<file path="src/rtl/controlador_somador_serial.sv">
// Serial adder controller: feeds an external 2-bit ripple slice one bit-pair per
// clock, LSB first, registering the slice carry between steps.
module controlador_somador_serial #(
   parameter int N = 8
) (
   input  logic         clk,
   input  logic         rst,
   input  logic         start,
   input  logic [N-1:0] a,
   input  logic [N-1:0] b,
   input  logic         cin,
   output logic [1:0]   slice_a,
   output logic [1:0]   slice_b,
   output logic         slice_cin,
   input  logic [1:0]   slice_s,
   input  logic         slice_cout,
   output logic [N-1:0] soma,
   output logic         cout,
   output logic         busy,
   output logic         done
);

   localparam int STEPS = N / 2;
   localparam int CW    = (STEPS > 1) ? $clog2(STEPS) : 1;

   typedef enum logic [1:0] {OCIOSO, SOMANDO, PRONTO} state_t;

   state_t         state_q, state_d;
   logic [CW-1:0]  count_q, count_d;
   logic [N-1:0]   areg_q, areg_d;
   logic [N-1:0]   breg_q, breg_d;
   logic           carry_q, carry_d;
   logic [N-1:0]   sacc_q, sacc_d;
   logic [N-1:0]   soma_q, soma_d;
   logic           cout_q, cout_d;
   logic [N-1:0]   step_sum;

   // New sum pair enters at the MSB; after N/2 steps the LSB pair has reached bit 0.
   generate
      if (N == 2) begin : g_two
         assign step_sum = slice_s;
      end else begin : g_wide
         assign step_sum = {slice_s, sacc_q[N-1:2]};
      end
   endgenerate

   always_comb begin
      state_d = state_q;
      count_d = count_q;
      areg_d  = areg_q;
      breg_d  = breg_q;
      carry_d = carry_q;
      sacc_d  = sacc_q;
      soma_d  = soma_q;
      cout_d  = cout_q;
      case (state_q)
         OCIOSO, PRONTO: begin
            if (start) begin
               areg_d  = a;
               breg_d  = b;
               carry_d = cin;
               count_d = '0;
               state_d = SOMANDO;
            end else begin
               state_d = OCIOSO;
            end
         end
         SOMANDO: begin
            areg_d  = areg_q >> 2;
            breg_d  = breg_q >> 2;
            sacc_d  = step_sum;
            carry_d = slice_cout;
            count_d = count_q + CW'(1);
            if (count_q == CW'(STEPS - 1)) begin
               soma_d  = step_sum;
               cout_d  = slice_cout;
               state_d = PRONTO;
            end
         end
         default: state_d = OCIOSO;
      endcase
   end

   always_ff @(posedge clk) begin
      if (rst) begin
         state_q <= OCIOSO;
         count_q <= '0;
         areg_q  <= '0;
         breg_q  <= '0;
         carry_q <= 1'b0;
         sacc_q  <= '0;
         soma_q  <= '0;
         cout_q  <= 1'b0;
      end else begin
         state_q <= state_d;
         count_q <= count_d;
         areg_q  <= areg_d;
         breg_q  <= breg_d;
         carry_q <= carry_d;
         sacc_q  <= sacc_d;
         soma_q  <= soma_d;
         cout_q  <= cout_d;
      end
   end

   assign busy      = (state_q == SOMANDO);
   assign done      = (state_q == PRONTO);
   assign slice_a   = busy ? areg_q[1:0] : 2'b00;
   assign slice_b   = busy ? breg_q[1:0] : 2'b00;
   assign slice_cin = busy ? carry_q : 1'b0;
   assign soma      = soma_q;
   assign cout      = cout_q;

endmodule

</file>
<file path="config.mk">
export PLATFORM = sky130hd
export DESIGN_NAME = controlador_somador_serial
export DESIGN_NICKNAME = d
export VERILOG_FILES = /design/src/rtl/controlador_somador_serial.sv
export SDC_FILE = /design/constraint.sdc
export NUM_CORES = 1
export LEC_CHECK = 0
export BUFFER_PORTS_ARGS = -buffer_cell sky130_fd_sc_hd__buf_2
export CAP_MARGIN = 10
export CORE_ASPECT_RATIO = 1.2
export CORE_UTILIZATION = 40
export DETAILED_ROUTE_END_ITERATION = 6
export PLACE_DENSITY = 0.7
export SETUP_SLACK_MARGIN = 0.1
export SYNTH_ARGS = -nofsm -noshare
export SYNTH_HDL_FRONTEND = slang
export SYNTH_SLANG_ARGS = --single-unit
</file>
<file path="constraint.sdc">
create_clock -name clk -period 1 [get_ports clk]
set_input_delay 0.15 -clock clk [delete_from_list [all_inputs] [get_ports clk]]
set_output_delay 0.15 -clock clk [all_outputs]
set_load 0.02 [all_outputs]
</file>
**Yosys cells after proc, flatten, opt, wreduce, memory -nomap -nowiden**

Index checks and enable logic that the tools add are counted.

- $add $sub $neg: 1
- Equality and inequality tests: 5
- Multiplexer cells: 14
- Reduce and logical (&&, ||, !) cells: 5

Operator list:

| kind | count |
|---|---|
| $pmux 8 s2 | 2 |
| $mux 8 | 2 |
| $mux 2 | 4 |
| $pmux 2 s2 | 2 |
| $eq 2x2->1 const B | 2 |
| $reduce_and 2->1 | 2 |
| $mux 1 | 3 |
| $add 2x1->2 const B | 1 |
| $eq 2x1->1 const B | 1 |
| $logic_not 2->1 | 1 |
| $ne 2x1->1 const B | 1 |
| $ne 2x2->1 const B | 1 |
| $pmux 1 s2 | 1 |
| $reduce_bool 2->1 | 1 |
| $reduce_or 2->1 | 1 |

- Flip-flop bits (word level): 38
- Output and inout bits: 16

**Longest topological paths before layout**

Gate-level depths: netlist of the first run.

- Word-level depth: 4
- Gate-level depth with buffers: 5
- Depth with buffers taken out: 4

**Least setup slack after synthesis of the first run**

OpenSTA, ideal clock, no wires.

- Path kind: reg-to-output
- Start: register state_q[1]
- End: output slice_a[0]
- Arrival time: 1015 ps
- Required time: 850 ps
- Slack: -165 ps
- Stages on the path, launching flop included: 5
- Cells stage by stage: dfxtp_1 -> nand2b_1 -> inv_2 -> buf_2 -> and2_1

- Word-level cells in the longest chain between the ends: 2

Ends and longest elaborated chain:

| what | RTL line | text |
|---|---|---|
| start: declaration | 28 | `state_t state_q, state_d;` |
| start signal: assignment | 95 | `state_q <= state_d;` |
| $eq 2x1->1 | 106 | `assign busy = (state_q == SOMANDO);` |
| named net busy | 19 | `output logic busy,` |
| $mux 2 | 108 | `assign slice_a = busy ? areg_q[1:0] : 2'b00;` |
| end: declaration | 12 | `output logic [1:0] slice_a,` |

The timed path passes the listed nets, and every way through them passes these cells.

**Final worst setup path of the first run**

- Start: register state_q[1]
- End: output slice_a[1]

- Word-level cells in the longest chain between the ends: 2

Ends and longest elaborated chain:

| what | RTL line |
|---|---|
| $eq 2x1->1 | 106 |
| $mux 2 | 108 |

No other way between the ends.

==> flow_summary.toml, run 1 <==
[worst_setup_path]
crit_slowest_cell = "dfxtp_2"
required_ps = 850
crit_fanout = 7
r2r-end = "soma[5]"
crit_path_end_kind = "output pin"
r2r-start = "state_q[1]"
crit_type = "reg -> out"
worstPathCellList = "nand2b_4 > inv_6 > and2_4 > buf_6"
startpoint = "state_q[1]"
r2r_cells = 7
crit_path_max_incr_delay_ps = 320
arrival_ps = 1090
crit_end = "slice_a[1]"
start_kind = "flop"
rrSetupSlack_ps = -200

[grt]
grt_pass1_vias = 1336
gr-usage-all-layers_pct = 20.0
grt_pass1_wl_mm = 6.15
grt_max_degree = 37
antenna_found_initial = 0
grt.overflow.total = 0

[status]
status = "finished, violations left"
violations = "DRC, setup timing"

[placed_design]
place_area_um2 = 1840
placedCellCount = 257
hpwl_mm = 2.16
preCtsSetupSlack_ps = -148
gp_congestion = 0.712
numPortBuffers = 38

[timing]
worst_slew_pin_slew_ps = 226
finalHoldViolCount = 0
fin_ws_ps = -244
setup_viol = 42
fin_crit_sh_pct = 124
clock_skew_ps = 3.66
fmax_ghz = 0.804
slew_headroom_pct = 84.9
drv_slew = 0
rsz0062_at_grt = "true"
min_period_ps = 1240

[power]
design_power_total_mw = 3.48
powerDensity_nw_per_um2 = 1470
vdd_drop_max_v = 0.00154
p_leak_nw = 0.935

[logic_synthesis]
synth_edf_count = 0
synth_common_cells = "nand2_1, dfxtp_1, a21oi_1"
synth_warnings = 0
synth_area_leaders = "dfxtp_1, nand2_1, a311oi_2"
syn_avg_cell_area_um2 = 8.31
synth_cells = 181
synth.ff_latch_count = 36
seq_area_frac_synth_pct = 47.9
yosysTopAreaCell = "dfxtp_1"
synth_top_area_share_pct = 47.9
syn_area_um2 = 1500
synth_most_common_cell = "nand2_1"
synth_nets = 205
synth_cell_type_count = 19
ys.flop_type = "dfxtp_1"
ys_async_sr_fraction_pct = 0

[cts]
ctsRootBufferMaster = "clkbuf_8"
insertion_delay_ps = 290
htree_levels = 2
path_clk_slew_ps = 70
cts.sinks = 36
cts_tree = "yes"
cts_buffers = 5
ctsHoldBuffers = 0
clk_path_buf_depth = 2

[die]
die_h_um = 69.2
io_pins = 39
die_x_um = 58.0
dieArea_um2 = 4010
start_util_pct = 41.7
rows = 24
core_um2 = 3600

[detailed_routing]
detail-route-antenna-nets = 0
drtIter0Drc = 52
vias = 1440
via_per_inst = 5.20
routed_wl_mm = 3.79
wl_per_cell_um = 13.7
drc = 4
firstDrtPassIters = 6

[flow_run]
drv_cap = 0

[final_layout]
nets = 261
design_area_um2 = 2370
final_cells = 277
n_antenna_cell = 0
drive_gt1_share_pct = 56.3
final_core_utilization_pct = 65.7
syn_to_final_growth_pct = 57.3

[min_path]
hp-class = "in -> reg"
final cells by class:
type                       instances  area [um2]
fill                             294        1240
multi-input combinational        129         863
sequential                        36         739
timing repair buffer              64         594
clock buffer                       5        68.8
tap                               39        48.8
clock inverter                     3        42.5
inverter                           1        8.76
sequential cells by signal, summed over array words and instances (netlist names):
name and count:
soma 8, cout 1, breg_q 8, state_q 2
areg_q 8, carry_q 1, count_q 2, sacc_q 6
per-stage QoR:
step	TNS, ps	hold slack [ps]
2_1_floorplan	-486	286
3_3_place_gp	-2640	395
3_5_place_dp	-3880	404
4_1_cts	-5520	87.8
5_1_grt	-8470	99.1
6_report	-6630	97.5
worst min-delay path by stage:
| stage | start | end | slack (ps) | cells past startpoint |
|---|---|---|---|---|
| 2_1_floorplan | slice_s[0] | sacc_q[6] | 290 | 2 |
| 3_3_place_gp | a[7] | areg_q[7] | 390 | 3 |
| 3_5_place_dp | a[7] | areg_q[7] | 400 | 3 |
| 4_1_cts | a[7] | areg_q[7] | 90 | 3 |
| 5_1_grt | a[6] | areg_q[6] | 100 | 3 |
| 6_report | a[6] | areg_q[6] | 100 | 3 |
routing by layer:
metal | GRT usage, % | part of all wire [%]
met5 | 0 | 0
met4 | 7.14 | 1.4
met3 | 5.04 | 3.5
met2 | 33.5 | 51
met1 | 24.5 | 44
cell families (layout without fill, tap and decap cells):
group                    after synthesis  count (layout)  share of synthesized area, %
AND/OR/NAND/NOR                       93              93                          26.4
flip-flops                            36              36                          47.9
AO/OA/AOI/OAI                         35              35                          19.2
buffers and inverters                 16              73                          5.66
adder cells (fa/ha/maj)                1               1                         0.832
placed cells by master, fill, tap and decap left out, types with 2 or more instances in the layout:
cell and count:
dfxtp_1 23, dfxtp_2 12, a311oi_2 12, nand2b_4 2, buf_4 15, nand3_1 7, nand2_1 45, clkbuf_8 5
buf_2 22, and2_4 5, buf_12 3, nand3_2 8, nand2_2 6, nor2_1 14, a21oi_2 10, a21oi_1 11
buf_6 21
what timing repair did:
item / 4_1_cts / 5_1_grt
setup endpoints to repair: 52 / 52
gates cloned: 4 / 0
pin swaps: 3 / 9
setup buffers: 7 / 2
gates resized for setup: 62 / 25
power breakdown:
group / internal (mW) / total, mW / switching, mW
Combinational: 0.328 / 0.635 / 0.307
Clock: 0.738 / 1.28 / 0.543
Sequential: 1.51 / 1.56 / 0.0527
Total: 2.58 / 3.48 / 0.902
critical path, delay by kind of cell (launching register included):
family	cells	cell delay (ps)
AND/OR/NAND/NOR	2	300
buffers and inverters	2	190
flip-flops	1	320
(Power assumes the default switching activity.)
==> run 2: changes to the inputs <==
Settings changed: CORE_UTILIZATION 40 to 45, PLACE_DENSITY 0.7 to 0.76.
==> run 2 against run 1 <==
  * The run ends with setup timing left
  * Clock power is 34% lower
  * Register-to-register slack worse by 150 ps
  * First-iteration DRC count is 1.9% lower
  * Sequential power is essentially flat
  * Critical path depth unchanged
  * Largest power group unchanged
  * Design area rose by 14%
  * Non-clock buffer count up 13
  * Power decreased by 5.9%
  * Worst setup slack lost 130 ps
==> flow_summary.toml, run 2 (same netlist as run 1, synthesis figures left out) <==
[status]
status = "finished, violations left"
violations = "setup timing"

[grt]
antenna_found_initial = 0
grt.overflow.total = 0
grt_max_degree = 37
grt_pass1_wl_mm = 7.11
grt_pass1_vias = 1524
gr-usage-all-layers_pct = 28.3

[power]
vdd_drop_max_v = 0.00115
powerDensity_nw_per_um2 = 1210
design_power_total_mw = 3.27
p_leak_nw = 1.08

[final_layout]
design_area_um2 = 2700
final_common_cell = "buf_6"
syn_to_final_growth_pct = 79.3
final_cells = 287
nets = 274
nFillCells = 151
most-common-layout-cells = "buf_6, dfxtp_1, buf_2"
final_core_utilization_pct = 86.7
drive_gt1_share_pct = 70.1
n_antenna_cell = 0

[worst_setup_path]
r2r-start = "state_q[1]"
crit_fanout = 8
required_ps = 850
startpoint = "state_q[1]"
start_kind = "flop"
crit_type = "reg -> out"
crit_path_end_kind = "output pin"
arrival_ps = 1220

[placed_design]
hpwl_mm = 2.16
place_area_um2 = 1870
numPortBuffers = 38
placedCellCount = 258
preCtsSetupSlack_ps = -169
gp_congestion = 0.701

[die]
start_util_pct = 48.4
rows = 22
die_h_um = 65.3
core_um2 = 3110
die_x_um = 54.8
io_pins = 39
dieArea_um2 = 3580

[cts]
htree_levels = 2
cts_tree = "yes"
cts.sinks = 36
cts_buffers = 5
ctsRootBufferMaster = "clkbuf_4"
insertion_delay_ps = 360
clk_path_buf_depth = 2
path_clk_slew_ps = 110

[detailed_routing]
firstDrtPassIters = 4
routed_wl_mm = 5.12
wl_per_cell_um = 17.8
drtIter0Drc = 51
via_per_inst = 5.55
drc = 0
vias = 1594
detail-route-antenna-nets = 0

[min_path]
min_from = "a[7]"
hp-class = "in -> reg"

[timing]
clock_skew_ps = 8.46
setup_viol = 45
slew_headroom_pct = 83.1
drv_slew = 0
worst_slew_pin_slew_ps = 253
fmax_ghz = 0.728
tns_ps = -11610
rsz0062_at_grt = "true"
holdWs_ps = 20.0
fin_crit_sh_pct = 137
min_period_ps = 1370
finalHoldViolCount = 0
fin_ws_ps = -373

[flow_run]
drv_cap = 0
==> run 2: cell type report <==
type / count / area [um2] / area share [%]
multi-input combinational: 129 / 1010 / 37.6
timing repair buffer: 77 / 818 / 30.3
sequential: 36 / 747 / 27.7
clock buffer: 6 / 51.3 / 1.90
tap: 36 / 45.0 / 1.67
inverter: 1 / 11.3 / 0.418
clock inverter: 2 / 10.0 / 0.371
==> run 2: critical path, cell delays in order (launching register included) <==
cell and delay [ps]:
dfxtp_2 340, nand2b_4 170, inv_8 90, and2_4 160, buf_6 110
==> run 2: final timing paths <==
kind / to / slack, ps / cells past startpoint
setup / recovery: slice_a[1] / -370 / 4
hold / removal: areg_q[7] / 20 / 3
setup reg to reg: breg_q[4] / -350 / 5
hold reg to reg: soma[7] / 470 / 2
==> run 2: power breakdown <==
| part | switching, mW | internal, mW | total (mW) |
|---|---|---|---|
| logic | 0.403 | 0.459 | 0.862 |
| registers | 0.0656 | 1.50 | 1.57 |
| clock network | 0.508 | 0.334 | 0.842 |
| total | 0.977 | 2.30 | 3.27 |
==> run 2: timing repair <==
action | CTS | global route
hold buffers | 0 | 0
gates cloned | 6 | 2
pin swaps | 19 | 21
setup endpoints to repair | 51 | 52
gates resized for setup | 94 | 51
setup buffers | 10 | 7
==> run 2: metal layers <==
metal | routed length (um) | share of wire (%) | vias up | GRT usage, %
li1 | - | - | 749 | -
met1 | 1950 | 38 | 774 | 31.2
met2 | 2800 | 55 | 57 | 48.5
met3 | 209 | 4.1 | 14 | 8.10
met4 | 162 | 3.2 | 0 | 11.9
met5 | 0 | 0 | - | 0
==> run 3: changes to the inputs <==
Settings changed: CAP_MARGIN 10 to default, PLACE_DENSITY 0.76 to 0.74.
Clock period 1 ns to 1.4 ns, I/O delays scaled along.
==> run 3 against run 2 <==
  * The flow now finishes without violations
  * Die area stayed put
  * Via count is 15% lower
  * Clock skew fell by 2.4 ps
  * Flip-flop and latch count is the same
  * Non-clock buffer count down 24
  * Sequential share of layout area is 9.9 points higher
  * Highest routed layer unchanged
  * Worst setup slack gained 410 ps
  * Sequential power down 29%
  * Clock-buffer cell count is 2 higher
  * Critical endpoint unchanged
==> flow_summary.toml, run 3 (same netlist as run 1, synthesis figures left out) <==
[worst_setup_path]
crit_fanout = 8
start_kind = "flop"
crit_type = "reg -> out"
required_ps = 1190
crit_path_end_kind = "output pin"
arrival_ps = 1150

[final_layout]
most-common-layout-cells = "nand2_1, dfxtp_1, buf_2"
syn_to_final_growth_pct = 27.8
final_common_cell = "nand2_1"
n_antenna_cell = 0
multi_input_area_um2 = 722
drive_gt1_share_pct = 34.8
nets = 250
seq_area_um2 = 723
nFillCells = 301

[grt]
gr-usage-all-layers_pct = 20.4
grt_max_degree = 40
antenna_found_initial = 0
gr-max-usage-layer = "met2"
grt.overflow.total = 0
grt_pass1_wl_mm = 5.26
global_route.usage.met2_pct = 34.5
met3_usage_pct = 8.10
grt_util_met1_pct = 21.1
grt_pass1_vias = 1285

[timing]
worst_slew_pin_slew_ps = 215
fin_ws_ps = 41.8
min_period_ps = 1360
tns_ps = 0
slew_headroom_pct = 85.6
clock_skew_ps = 6.03
finalHoldViolCount = 0
fin_crit_sh_pct = 97.0
drv_slew = 0
setup_viol = 0
fmax_ghz = 0.736
rsz0062_at_grt = "true"

[power]
powerDensity_nw_per_um2 = 1040
internal_power_mw = 1.48
vdd_drop_max_v = 0.000863
p_sw_mw = 0.521
design_power_total_mw = 2.00
seq_power_share_pct = 55.5
comb_power_share_pct = 16.4
p_leak_nw = 0.799
clock_power_share_pct = 28.1
switching_share_pct = 26.0

[cts]
path_clk_slew_ps = 100
htree_levels = 2
ctsRootBufferMaster = "clkbuf_4"
insertion_delay_ps = 330
cts.sinks = 36
clk_path_buf_depth = 2
cts_buffers = 5
ctsHoldBuffers = 0
cts_tree = "yes"

[detailed_routing]
wl_per_cell_um = 11.7
drc = 0
drtIter0Drc = 31
via_per_inst = 5.15
vias = 1355
firstDrtPassIters = 4
detail-route-antenna-nets = 0
routed_wl_mm = 3.09

[status]
status = "finished, final reports clean"

[die]
core_um2 = 3110
die_h_um = 65.3
rows = 22
start_util_pct = 48.4
dieArea_um2 = 3580
die_x_um = 54.8
io_pins = 39

[flow_run]
drv_cap = 0

[min_path]
hp-class = "in -> reg"

[placed_design]
numPortBuffers = 38
gp_congestion = 0.711
hpwl_mm = 2.04
preCtsSetupSlack_ps = 133
[run 3: per-stage QoR]
step,cells,util [%],hold slack (ps),cell area (um2)
after floorplan,181,-,346,1500
after global placement,249,56.3,441,1750
after detailed placement,249,56.3,446,1750
after CTS,261,61.0,96.0,1900
after global routing,263,61.8,93.6,1920
final,263,61.8,107,1920
[run 3: what timing repair did]
item | CTS | global route
cloned | 0 | 0
setup buffers | 4 | 2
resized for setup | 20 | 3
pin swaps | 5 | 0
endpoints found under the setup margin | 6 | 10
[run 3: final timing paths]
kind,end,slack (ps),depth (start not counted),startpoint
max reg2reg,soma[7],180,7,state_q[1]
min reg2reg,soma[6],460,2,soma[6]
max,slice_a[1],40,4,state_q[1]
min,areg_q[7],110,3,a[7]
[run 3: critical path, cell delays in order, from the launching register on]
cell and delay, ps:
dfxtp_2 330, nand2b_4 160, inv_8 80, and2_4 140, buf_6 110
[run 3: power groups by stage]
| stage | clock (mW) | combinational (mW) | sequential [mW] |
|---|---|---|---|
| 6_report | 0.563 | 0.328 | 1.11 |
| 5_1_grt | 0.633 | 0.365 | 1.12 |
| 4_1_cts | 0.580 | 0.329 | 1.11 |
| 3_5_place_dp | 0 | 0.296 | 1.13 |
| 3_3_place_gp | 0 | 0.291 | 1.13 |
| 2_1_floorplan | 0 | 0.210 | 1.12 |
[run 3: per-layer routing]
layer | share of wire [%] | vias to the layer above
li1 | - | 700
met1 | 41 | 613
met2 | 50 | 35
met3 | 6.4 | 7
met4 | 2.0 | 0
met5 | 0 | -
[run 3: cell type report]
| class | instances | area share (%) |
|---|---|---|
| tap | 36 | 2.34 |
| multi-input combinational | 129 | 37.6 |
| inverter | 1 | 0.586 |
| clock buffer | 8 | 3.06 |
| sequential | 36 | 37.6 |
| timing repair buffer | 53 | 18.8 |
